`src/rtl/gf_pkg.sv`:
```
`default_nettype none
// ============================================================================
//  Module   : gf_pkg
//  Purpose  : GF(2^m) sizing, arithmetic helpers and Chien-evaluator FSM states.
//  Revision : 1.0  initial release
// ============================================================================
package gf_pkg;

  localparam int SYMB_WIDTH             = 8;
  localparam int T_LEN                  = 8;
  localparam int ROOTS_PER_CYCLE__CHIEN = 4;
  localparam int GF_ORDER               = (1 << SYMB_WIDTH) - 1;
  localparam int CYCLES_NUM__CHIEN      =
    (GF_ORDER + ROOTS_PER_CYCLE__CHIEN - 1) / ROOTS_PER_CYCLE__CHIEN;
  localparam int CNT_W                  = $clog2(T_LEN + 1);
  localparam int BEAT_W                 =
    (CYCLES_NUM__CHIEN > 1) ? $clog2(CYCLES_NUM__CHIEN) : 1;

  // Primitive polynomial x^8 + x^4 + x^3 + x^2 + 1
  localparam logic [SYMB_WIDTH:0] PRIM_POLY = 9'h11D;

  typedef enum logic [1:0] {
    ST_IDLE   = 2'd0,
    ST_SEARCH = 2'd1,
    ST_DRAIN  = 2'd2,
    ST_DONE   = 2'd3
  } chien_state_t;

  function automatic logic [SYMB_WIDTH-1:0] gf_mult(
    input logic [SYMB_WIDTH-1:0] a,
    input logic [SYMB_WIDTH-1:0] b
  );
    logic [SYMB_WIDTH-1:0] acc;
    logic [SYMB_WIDTH-1:0] sh;
    acc = '0;
    sh  = a;
    for (int i = 0; i < SYMB_WIDTH; i++) begin
      if (b[i]) acc = acc ^ sh;
      sh = sh[SYMB_WIDTH-1] ? ((sh << 1) ^ PRIM_POLY[SYMB_WIDTH-1:0]) : (sh << 1);
    end
    return acc;
  endfunction

  function automatic logic [SYMB_WIDTH-1:0] alpha_to_symb(
    input logic [SYMB_WIDTH-1:0] k
  );
    logic [SYMB_WIDTH-1:0] r;
    r = SYMB_WIDTH'(1);
    for (int i = 0; i < GF_ORDER; i++) begin
      if (i < int'(k)) r = gf_mult(r, SYMB_WIDTH'(2));
    end
    return r;
  endfunction

  // Root at alpha^k corresponds to error position (-k) mod GF_ORDER
  function automatic logic [SYMB_WIDTH-1:0] gf_pos(
    input logic [SYMB_WIDTH-1:0] k
  );
    return (k == '0) ? '0 : (SYMB_WIDTH'(GF_ORDER) - k);
  endfunction

endpackage
`default_nettype wire

```
`src/rtl/rs_poly_eval.sv`:
```
`default_nettype none
// ============================================================================
//  Module   : rs_poly_eval
//  Purpose  : Combinational Horner evaluation of sigma(x) for one lane.
//  Revision : 1.0  initial release
// ============================================================================
module rs_poly_eval
  import gf_pkg::*;
(
  input  logic [T_LEN:0][SYMB_WIDTH-1:0] sigma,
  input  logic [SYMB_WIDTH-1:0]          x,
  output logic [SYMB_WIDTH-1:0]          y
);

  logic [SYMB_WIDTH-1:0] w_acc;

  always_comb begin
    w_acc = sigma[T_LEN];
    for (int i = T_LEN - 1; i >= 0; i--) begin
      w_acc = gf_mult(w_acc, x) ^ sigma[i];
    end
  end

  assign y = w_acc;

endmodule
`default_nettype wire

```
`src/rtl/rs_chien_eval.sv`:
```
`default_nettype none
// ============================================================================
//  Module   : rs_chien_eval
//  Purpose  : Chien search consumer: evaluates sigma on the root stream, collects
//             error positions and flags decode failure.
//             Optional macro RS_CHIEN_EVAL_PIPE_EN adds a hit-mask pipeline stage.
//  Revision : 1.0  initial release
// ============================================================================
module rs_chien_eval
  import gf_pkg::*;
(
  input  logic                                                aclk,
  input  logic                                                aresetn,
  input  logic                                                sigma_vld,
  input  logic [T_LEN:0][SYMB_WIDTH-1:0]                      sigma,
  input  logic [CNT_W-1:0]                                    sigma_deg,
  input  logic                                                roots_vld,
  input  logic [ROOTS_PER_CYCLE__CHIEN-1:0][SYMB_WIDTH-1:0]   roots,
  input  logic [ROOTS_PER_CYCLE__CHIEN-1:0][SYMB_WIDTH-1:0]   alpha_current,
  output logic                                                busy,
  output logic                                                err_pos_vld,
  output logic [T_LEN-1:0][SYMB_WIDTH-1:0]                    err_pos,
  output logic [CNT_W-1:0]                                    err_num,
  output logic                                                decode_fail
);

  localparam int LANES = ROOTS_PER_CYCLE__CHIEN;

  chien_state_t                           r_state;
  chien_state_t                           w_state_nxt;
  logic [T_LEN:0][SYMB_WIDTH-1:0]         r_sigma;
  logic [CNT_W-1:0]                       r_sigma_deg;
  logic [BEAT_W-1:0]                      r_beat_cnt;
  logic                                   r_overflow;
  logic [T_LEN-1:0][SYMB_WIDTH-1:0]       r_err_pos;
  logic [CNT_W-1:0]                       r_err_num;
  logic                                   r_fail_hold;

  logic [LANES-1:0][SYMB_WIDTH-1:0]       w_eval;
  logic [LANES-1:0]                       w_hit;
  logic                                   w_beat_acc;
  logic                                   w_last_beat;
  logic                                   w_start;
  logic                                   w_fail;

  logic                                   w_acc_vld;
  logic [LANES-1:0]                       w_acc_hit;
  logic [LANES-1:0][SYMB_WIDTH-1:0]       w_acc_k;
  logic [T_LEN-1:0][SYMB_WIDTH-1:0]       w_err_pos_nxt;
  logic [CNT_W-1:0]                       w_err_num_nxt;
  logic                                   w_ovf_nxt;

  assign w_start     = (r_state == ST_IDLE) && sigma_vld;
  assign w_beat_acc  = (r_state == ST_SEARCH) && roots_vld;
  assign w_last_beat = w_beat_acc && (r_beat_cnt == BEAT_W'(CYCLES_NUM__CHIEN - 1));
  assign w_fail      = r_overflow | (r_err_num != r_sigma_deg);

  // Lanes with k >= GF_ORDER are padding on the final beat
  for (genvar i = 0; i < LANES; i++) begin : g_lane
    rs_poly_eval u_eval (
      .sigma (r_sigma),
      .x     (roots[i]),
      .y     (w_eval[i])
    );
    assign w_hit[i] = (alpha_current[i] < SYMB_WIDTH'(GF_ORDER)) && (w_eval[i] == '0);
  end

`ifdef RS_CHIEN_EVAL_PIPE_EN
  logic                             r_pipe_vld;
  logic [LANES-1:0]                 r_pipe_hit;
  logic [LANES-1:0][SYMB_WIDTH-1:0] r_pipe_k;

  always_ff @(posedge aclk) begin
    if (!aresetn) begin
      r_pipe_vld <= 1'b0;
      r_pipe_hit <= '0;
      r_pipe_k   <= '0;
    end else begin
      r_pipe_vld <= w_beat_acc;
      r_pipe_hit <= w_hit;
      r_pipe_k   <= alpha_current;
    end
  end

  assign w_acc_vld = r_pipe_vld;
  assign w_acc_hit = r_pipe_hit;
  assign w_acc_k   = r_pipe_k;
`else
  assign w_acc_vld = w_beat_acc;
  assign w_acc_hit = w_hit;
  assign w_acc_k   = alpha_current;
`endif

  // Hits are packed in lane order after the entries already collected
  always_comb begin
    w_err_pos_nxt = r_err_pos;
    w_err_num_nxt = r_err_num;
    w_ovf_nxt     = r_overflow;
    if (w_acc_vld) begin
      for (int i = 0; i < LANES; i++) begin
        if (w_acc_hit[i]) begin
          if (w_err_num_nxt < CNT_W'(T_LEN)) begin
            for (int j = 0; j < T_LEN; j++) begin
              if (CNT_W'(j) == w_err_num_nxt) w_err_pos_nxt[j] = gf_pos(w_acc_k[i]);
            end
            w_err_num_nxt = w_err_num_nxt + 1'b1;
          end else begin
            w_ovf_nxt = 1'b1;
          end
        end
      end
    end
  end

  always_ff @(posedge aclk) begin
    if (!aresetn) r_state <= ST_IDLE;
    else          r_state <= w_state_nxt;
  end

  always_comb begin
    w_state_nxt = r_state;
    busy        = 1'b1;
    err_pos_vld = 1'b0;
    decode_fail = r_fail_hold;
    case (r_state)
      ST_IDLE: begin
        busy = 1'b0;
        if (sigma_vld) w_state_nxt = ST_SEARCH;
      end
      ST_SEARCH: begin
`ifdef RS_CHIEN_EVAL_PIPE_EN
        if (w_last_beat) w_state_nxt = ST_DRAIN;
`else
        if (w_last_beat) w_state_nxt = ST_DONE;
`endif
      end
`ifdef RS_CHIEN_EVAL_PIPE_EN
      ST_DRAIN: w_state_nxt = ST_DONE;
`endif
      ST_DONE: begin
        err_pos_vld = 1'b1;
        decode_fail = w_fail;
        w_state_nxt = ST_IDLE;
      end
      default: w_state_nxt = ST_IDLE;
    endcase
  end

  always_ff @(posedge aclk) begin
    if (!aresetn) begin
      r_sigma     <= '0;
      r_sigma_deg <= '0;
      r_beat_cnt  <= '0;
      r_overflow  <= 1'b0;
      r_err_pos   <= '0;
      r_err_num   <= '0;
      r_fail_hold <= 1'b0;
    end else if (w_start) begin
      r_sigma     <= sigma;
      r_sigma_deg <= sigma_deg;
      r_beat_cnt  <= '0;
      r_overflow  <= 1'b0;
      r_err_pos   <= '0;
      r_err_num   <= '0;
      r_fail_hold <= 1'b0;
    end else begin
      r_err_pos  <= w_err_pos_nxt;
      r_err_num  <= w_err_num_nxt;
      r_overflow <= w_ovf_nxt;
      if (w_beat_acc)          r_beat_cnt  <= r_beat_cnt + 1'b1;
      if (r_state == ST_DONE)  r_fail_hold <= w_fail;
    end
  end

  assign err_pos = r_err_pos;
  assign err_num = r_err_num;

endmodule
`default_nettype wire

```
`config.mk`:
```
export PLATFORM = sky130hd
export DESIGN_NAME = rs_chien_eval
export DESIGN_NICKNAME = d
export VERILOG_FILES = /design/src/rtl/gf_pkg.sv /design/src/rtl/rs_poly_eval.sv /design/src/rtl/rs_chien_eval.sv
export SDC_FILE = /design/constraint.sdc
export NUM_CORES = 2
export LEC_CHECK = 0
export ABC_AREA = 1
export CAP_MARGIN = 25
export CORE_UTILIZATION = 45
export DETAILED_ROUTE_END_ITERATION = 16
export PLACE_DENSITY = 0.59
export SETUP_SLACK_MARGIN = 0.2
export SLEW_MARGIN = 40
export SYNTH_ARGS = -nofsm -noshare
export SYNTH_HDL_FRONTEND = slang
export SYNTH_SLANG_ARGS = --single-unit
```
`constraint.sdc`:
```
create_clock -name aclk -period 35.3 [get_ports aclk]
set_clock_uncertainty 0.15 [all_clocks]
set_input_delay 7.06 -clock aclk [delete_from_list [all_inputs] [get_ports aclk]]
set_output_delay 7.06 -clock aclk [all_outputs]
set_load 0.02 [all_outputs]
```
# Word level (Yosys, flattened, before mapping)
# Index checks and enable logic that the tools add are counted.
[op_classes]
n_addsub = 9
order_cmp = 8
eq_ne = 34
n_mux = 528
bitwise_logic = 461
reduce_logical = 22
[ops]
columns = ["op", "count"]
rows = [
  ["2-to-1 mux 8 bit", 292],
  ["XOR 8 bit", 256],
  ["2-to-1 mux 5 bit", 203],
  ["inverter 4 bit", 203],
  ["2-to-1 mux 64 bit", 8],
  ["equality test 3 x 4 -> 1 bit (first input constant)", 16],
  ["logical NOT 8 bit", 8],
  ["2-to-1 mux 4 bit", 11],
  ["equality test 2 x 4 -> 1 bit (first input constant)", 8],
  ["< comparator 8 bit (second input constant)", 4],
  ["subtractor 8 bit (first input constant)", 4],
  ["adder 4 x 1 -> 4 bit (second input constant)", 4],
  ["equality test 1 x 4 -> 1 bit (first input constant)", 4],
  ["logical NOT 4 bit", 4],
  ["< comparator 4 bit (second input constant)", 4],
  ["2-to-1 mux 1 bit", 11],
  ["logical AND 1 bit", 7],
  ["adder 6 x 1 -> 6 bit (second input constant)", 1],
  ["equality test 6 bit (second input constant)", 1],
  ["2-to-1 mux 2 bit", 2],
  ["!= test 2 bit (second input constant)", 2],
  ["!= test 4 bit", 1],
  ["case mux 2 bit (2 select lines)", 1],
  ["equality test 2 x 1 -> 1 bit (second input constant)", 1],
  ["6 further kinds", 6],
]
[word_totals]
regBits = 154
out_inout_bits = 71

# Logic depth before layout (Yosys ltp)
[depth]
depth_word = 152
depth_mapped = 137
depth_no_buf = 132

# Hierarchy
# From an unflattened synthesis, not the netlist that was laid out.
[unflattened]
cells_unflattened = 15569
hier_area_um2 = 72742.3
[modules_own_cells]
columns = ["module", "n_inst", "cells_each", "area_per_inst_um2", "seq_area_each_um2"]
rows = [
  ["rs_poly_eval", 4, 3507, 15712.6, 0.0],
  ["rs_chien_eval", 1, 1541, 9892.0, 3083.0],
]

# Worst setup path before layout
# No wires, ideal clock.
[synth_timing]
path_kind = "input -> register"
from = "in roots[1] in the netlist's numbering"
to = "reg r_err_pos, in the netlist err_pos[18]"
setup_time_ns = 0.066
arrival_time_ns = 17.645
path_slack_ns = 17.439
path_stages = 112
path_buffers = 3
cell_sequence = "clkbuf_1 -> nand2_1 -> inv_1 -> nand2_1 -> nand2_1 -> nand2_1 -> nand3_1 -> nand2_1 -> nand2_1 -> nand2_1 -> nand2_1 -> nand2_1 -> nand2_2 -> nand2_2 -> nand2_1 -> nand3_1 -> nand2_2 -> nand2_1 -> [76 not listed] -> nand3_2 -> nand2_1 -> nand2_1 -> inv_1 -> ha_1 -> inv_1 -> nand4_1 -> nand2_1 -> inv_1 -> ha_1 -> nand4_1 -> nand2_4 -> nand3_2 -> nor2_8 -> nand2_4 -> nand2_1 -> nand2_1 -> a21oi_2"
[synth_via]
elab_chain_cells = 145
[synth_lines]
columns = ["item", "line", "text"]
rows = [
  ["from (decl)", "rs_chien_eval.sv:18", "input logic [ROOTS_PER_CYCLE__CHIEN-1:0][SYMB_WIDTH-1:0] roots,"],
  ["2-to-1 mux 8 bit", "gf_pkg.sv:38", "if (b[i]) acc = acc ^ sh;"],
  ["XOR 8 bit", "gf_pkg.sv:38", ""],
  ["2-to-1 mux 8 bit", "gf_pkg.sv:38", ""],
  ["XOR 8 bit", "gf_pkg.sv:38", ""],
  ["2-to-1 mux 8 bit", "gf_pkg.sv:38", ""],
  ["XOR 8 bit", "gf_pkg.sv:38", ""],
  ["2-to-1 mux 8 bit", "gf_pkg.sv:38", ""],
  ["XOR 8 bit", "gf_pkg.sv:38", ""],
  ["[117 not listed]", "n/a", ""],
  ["2-to-1 mux 8 bit", "gf_pkg.sv:38", ""],
  ["XOR 8 bit", "gf_pkg.sv:38", ""],
  ["2-to-1 mux 8 bit (*)", "gf_pkg.sv:38", ""],
  ["XOR 8 bit (*)", "rs_poly_eval.sv:20", "w_acc = gf_mult(w_acc, x) ^ sigma[i];"],
  ["logical NOT 8 bit (*)", "rs_chien_eval.sv:65", "assign w_hit[i] = (alpha_current[i] < SYMB_WIDTH'(GF_ORDER)) && (w_eval[i] == '0);"],
  ["logical AND 1 bit (*)", "rs_chien_eval.sv:65", ""],
  ["parallel branches: the longest is 13 deep, another holds adder 4 x 1 -> 4 bit", "n/a", ""],
  ["2-to-1 mux 64 bit (*)", "rs_chien_eval.sv:101", "if (w_acc_hit[i]) begin"],
  ["to (signal assigned)", "rs_chien_eval.sv:167", "r_err_pos <= w_err_pos_nxt;"],
  ["to (decl)", "rs_chien_eval.sv:35", "logic [T_LEN-1:0][SYMB_WIDTH-1:0] r_err_pos;"],
]
# Every way passes the cells marked *. The select of a mux whose other input is x is not followed.
# A chain may end at the register's enable or synchronous reset.

# Worst setup path in the final report
[layout_timing]
from = "in roots[3] in the netlist's numbering"
to = "reg r_err_pos, in the netlist err_pos[44]"
[layout_via]
elab_chain_cells = 141
[layout_lines]
columns = ["item", "line"]
rows = [
  ["2-to-1 mux 8 bit", "gf_pkg.sv:38"],
  ["XOR 8 bit", "gf_pkg.sv:38"],
  ["2-to-1 mux 8 bit", "gf_pkg.sv:38"],
  ["XOR 8 bit", "gf_pkg.sv:38"],
  ["2-to-1 mux 8 bit", "gf_pkg.sv:38"],
  ["XOR 8 bit", "gf_pkg.sv:38"],
  ["2-to-1 mux 8 bit", "gf_pkg.sv:38"],
  ["XOR 8 bit", "gf_pkg.sv:38"],
  ["[113 not listed]", "n/a"],
  ["2-to-1 mux 8 bit", "gf_pkg.sv:38"],
  ["XOR 8 bit", "gf_pkg.sv:38"],
  ["2-to-1 mux 8 bit (*)", "gf_pkg.sv:38"],
  ["XOR 8 bit (*)", "rs_poly_eval.sv:20"],
  ["logical NOT 8 bit (*)", "rs_chien_eval.sv:65"],
  ["logical AND 1 bit (*)", "rs_chien_eval.sv:65"],
  ["parallel branches: the longest is 13 deep, another holds adder 4 x 1 -> 4 bit", "n/a"],
  ["2-to-1 mux 64 bit (*)", "rs_chien_eval.sv:101"],
]
# Marks and branches as above.

==> reports/qor.yml <==
outcome:
  status: "completed"
global_route:
  grtUsageMet3_pct: 8.10
  grtUsageMet1_pct: 49.8
  grt_util_met2_pct: 56.3
  antenna_found_initial: 4
  grt_max_degree: 82
  grt-ovfl-total: 0
  grt_usage_pct: 37.0
  grt_pass1_wl_um: 449000
  grt_pass1_vias: 80352
  grt-busiest-layer: "met2"
yosys:
  yosysUniqueCellTypes: 59
  ys_ff_latch: 154
  synth_top_area_share_pct: 36.6
  synth_edf_count: 0
  synth_async_sr_flop_share_pct: 0
  synthTopCellsByArea: "nand2_1 (37%), nand3_1 (23%), inv_1 (8.9%)"
  netlist_area_um2: 67900
  synthFlopType: "dfxtp_1"
  netlist_instances: 14632
  syn_nets: 14790
  ys_seq_area_share_pct: 4.54
  avgSynthCellArea_um2: 4.64
  synth_top_cell_by_area: "nand2_1"
  synth_warnings: 0
die:
  fp.dieW_um: 390
  die-height_um: 390
  coreArea_um2: 150000
  die-area_um2: 152000
  rows: 142
  initial_core_util_pct: 45.3
  io_pins: 215
min_path:
  holdPathEnd: "err_pos[41]"
  holdCritPathClass: "reg2reg"
  min_from: "err_pos[41]"
  hold_depth: 2
worst_setup_path:
  r2r_start: "r_sigma[71]"
  crit_fanout: 47
  crit_top_cell: "nand2_1"
  crit_start: "roots[3]"
  path_class: "in2reg"
  worstPathRequired_ps: 35650
  slowest_stage: "buf_4"
  reg2reg_depth: 103
  worstSetupStartpointType: "input port"
  cp.arrival_ps: 22810
  worstSetupEndpointType: "flop"
  r2r_slack_ps: 18460
  slowest_delay_ps: 670
  r2r_end: "err_pos[44]"
timing:
  rsz0062_at_grt: "no"
  timing.fmax_mhz: 44.5
  fin_crit_ps: 22460
  period_share_pct: 63.6
  setup_viol: 0
  slew_viol_final: 0
  setup-tns-final_ps: 0
  maxSlewHeadroom_pct: 35.6
  tightest_slew_ps: 965
  hold_viol: 0
clock_tree:
  clockRootBuffer: "clkbuf_16"
  clk_path_buf_depth: 2
  tritoncts: "built"
  holdBufCountCts: 0
  numCtsBuffers: 17
  postCtsSetupBuffers: 0
  clock_latency_ps: 590
  h-tree-depth: 4
  postCtsResizedCells: 0
  path_clk_slew_ps: 100
  cts_num_sinks: 154
final_layout:
  antenna-diode-count: 0
  final_cell_mix: "nand2_1 (6615), nand3_1 (3142), inv_1 (1613)"
  fin_nets: 14658
  drive_gt1_share_pct: 5.42
  final_common_cell: "nand2_1"
  syn_to_final_growth_pct: 5.49
detailed_routing:
  vias: 92205
  via_per_inst: 5.58
  drt-total-wl_um: 291000
  detail_route.drc_violations: 0
  final_antenna_net_count: 0
  drtIter0Drc: 11139
  post_drt_wl_per_cell_um: 17.6
  drtPass1Iterations: 8
placement:
  hpwl_um: 219000
  port_buffers: 214
  gp_congestion: 1.03
flow_run:
  max-cap-violations: 0
metal layers:
| metal | wire, um | vias up |
|---|---|---|
| met5 | 81 | - |
| met4 | 13900 | 8 |
| met3 | 35600 | 822 |
| met2 | 118000 | 4726 |
| met1 | 123000 | 40562 |
| li1 | - | 46087 |
final cells by class:
cell class,instances,area (um^2)
Clock buffer,17,425
Clock inverter,15,196
Fill cell,17252,78200
Inverter,1737,6540
Multi-Input combinational cell,12272,55900
Sequential cell,154,3080
Tap cell,2016,2520
Timing Repair Buffer,318,2920
critical path, delay by kind of cell:
kind | cells | cell delay (ps)
AO/OA/AOI/OAI | 1 | 120
adder cells (fa/ha/maj) | 1 | 290
buffers and inverters | 17 | 3050
AND/OR/NAND/NOR | 89 | 12170
state kept, by name, summed over array words and instances (netlist names):
signal       cells
r_state          2
r_sigma         72
r_fail_hold      1
err_pos         64
err_num          4
r_sigma_deg      4
r_beat_cnt       6
r_overflow       1
synthesized netlist by cell type, drive strengths merged, types with 13 or more instances:
cell	n
buf	277
nand3	3219
inv	1718
clkbuf	192
dfxtp	154
nand2	6950
ha	14
nand4	154
o21bai	19
xor2	233
o21ai	353
or2	13
nor2	781
o211ai	34
a21oi	207
nand3b	100
xnor2	138
clkinv	19
metrics by stage:
step | instances | setup WS [ps] | util, % | area (um^2) | hold WS (ps)
6_report | 16529 | 12840 | 47.8 | 71600 | 340
5_1_grt | 16529 | 11180 | 47.8 | 71600 | 357
4_1_cts | 16525 | 13390 | 47.7 | 71500 | 339
3_5_place_dp | 16493 | 12840 | 47.3 | 70900 | 324
3_3_place_gp | 16491 | 12740 | 47.3 | 70800 | 329
2_1_floorplan | 14632 | 17440 | - | 67900 | 282
worst max-delay path by stage:
stage                  end  slack (ps)  cells after the start
6_report       err_pos[44]       12840                    108
2_1_floorplan  err_pos[18]       17440                    112
5_1_grt        err_pos[28]       11180                    110
3_5_place_dp   err_pos[44]       12840                    108
4_1_cts        err_pos[44]       13390                    108
3_3_place_gp   err_pos[40]       12740                    108
cell families (layout without fill, tap and decap cells):
logic type                 after synthesis  in the layout  share of synthesized area, %
AOI/OAI and AO/OA                      641            641                          5.13
muxes                                   10             10                         0.149
DFF                                    154            154                          4.54
and+or+nand+nor                      11236          11236                          71.9
buffers and inverters                 2206           2087                          13.1
adders and majority gates               14             14                         0.258
xor gates and xnor gates               371            371                          4.92
Power is left out: the tool's default activity adds up to more than one toggle a clock period on the data nets, which glitch-free logic cannot reach.
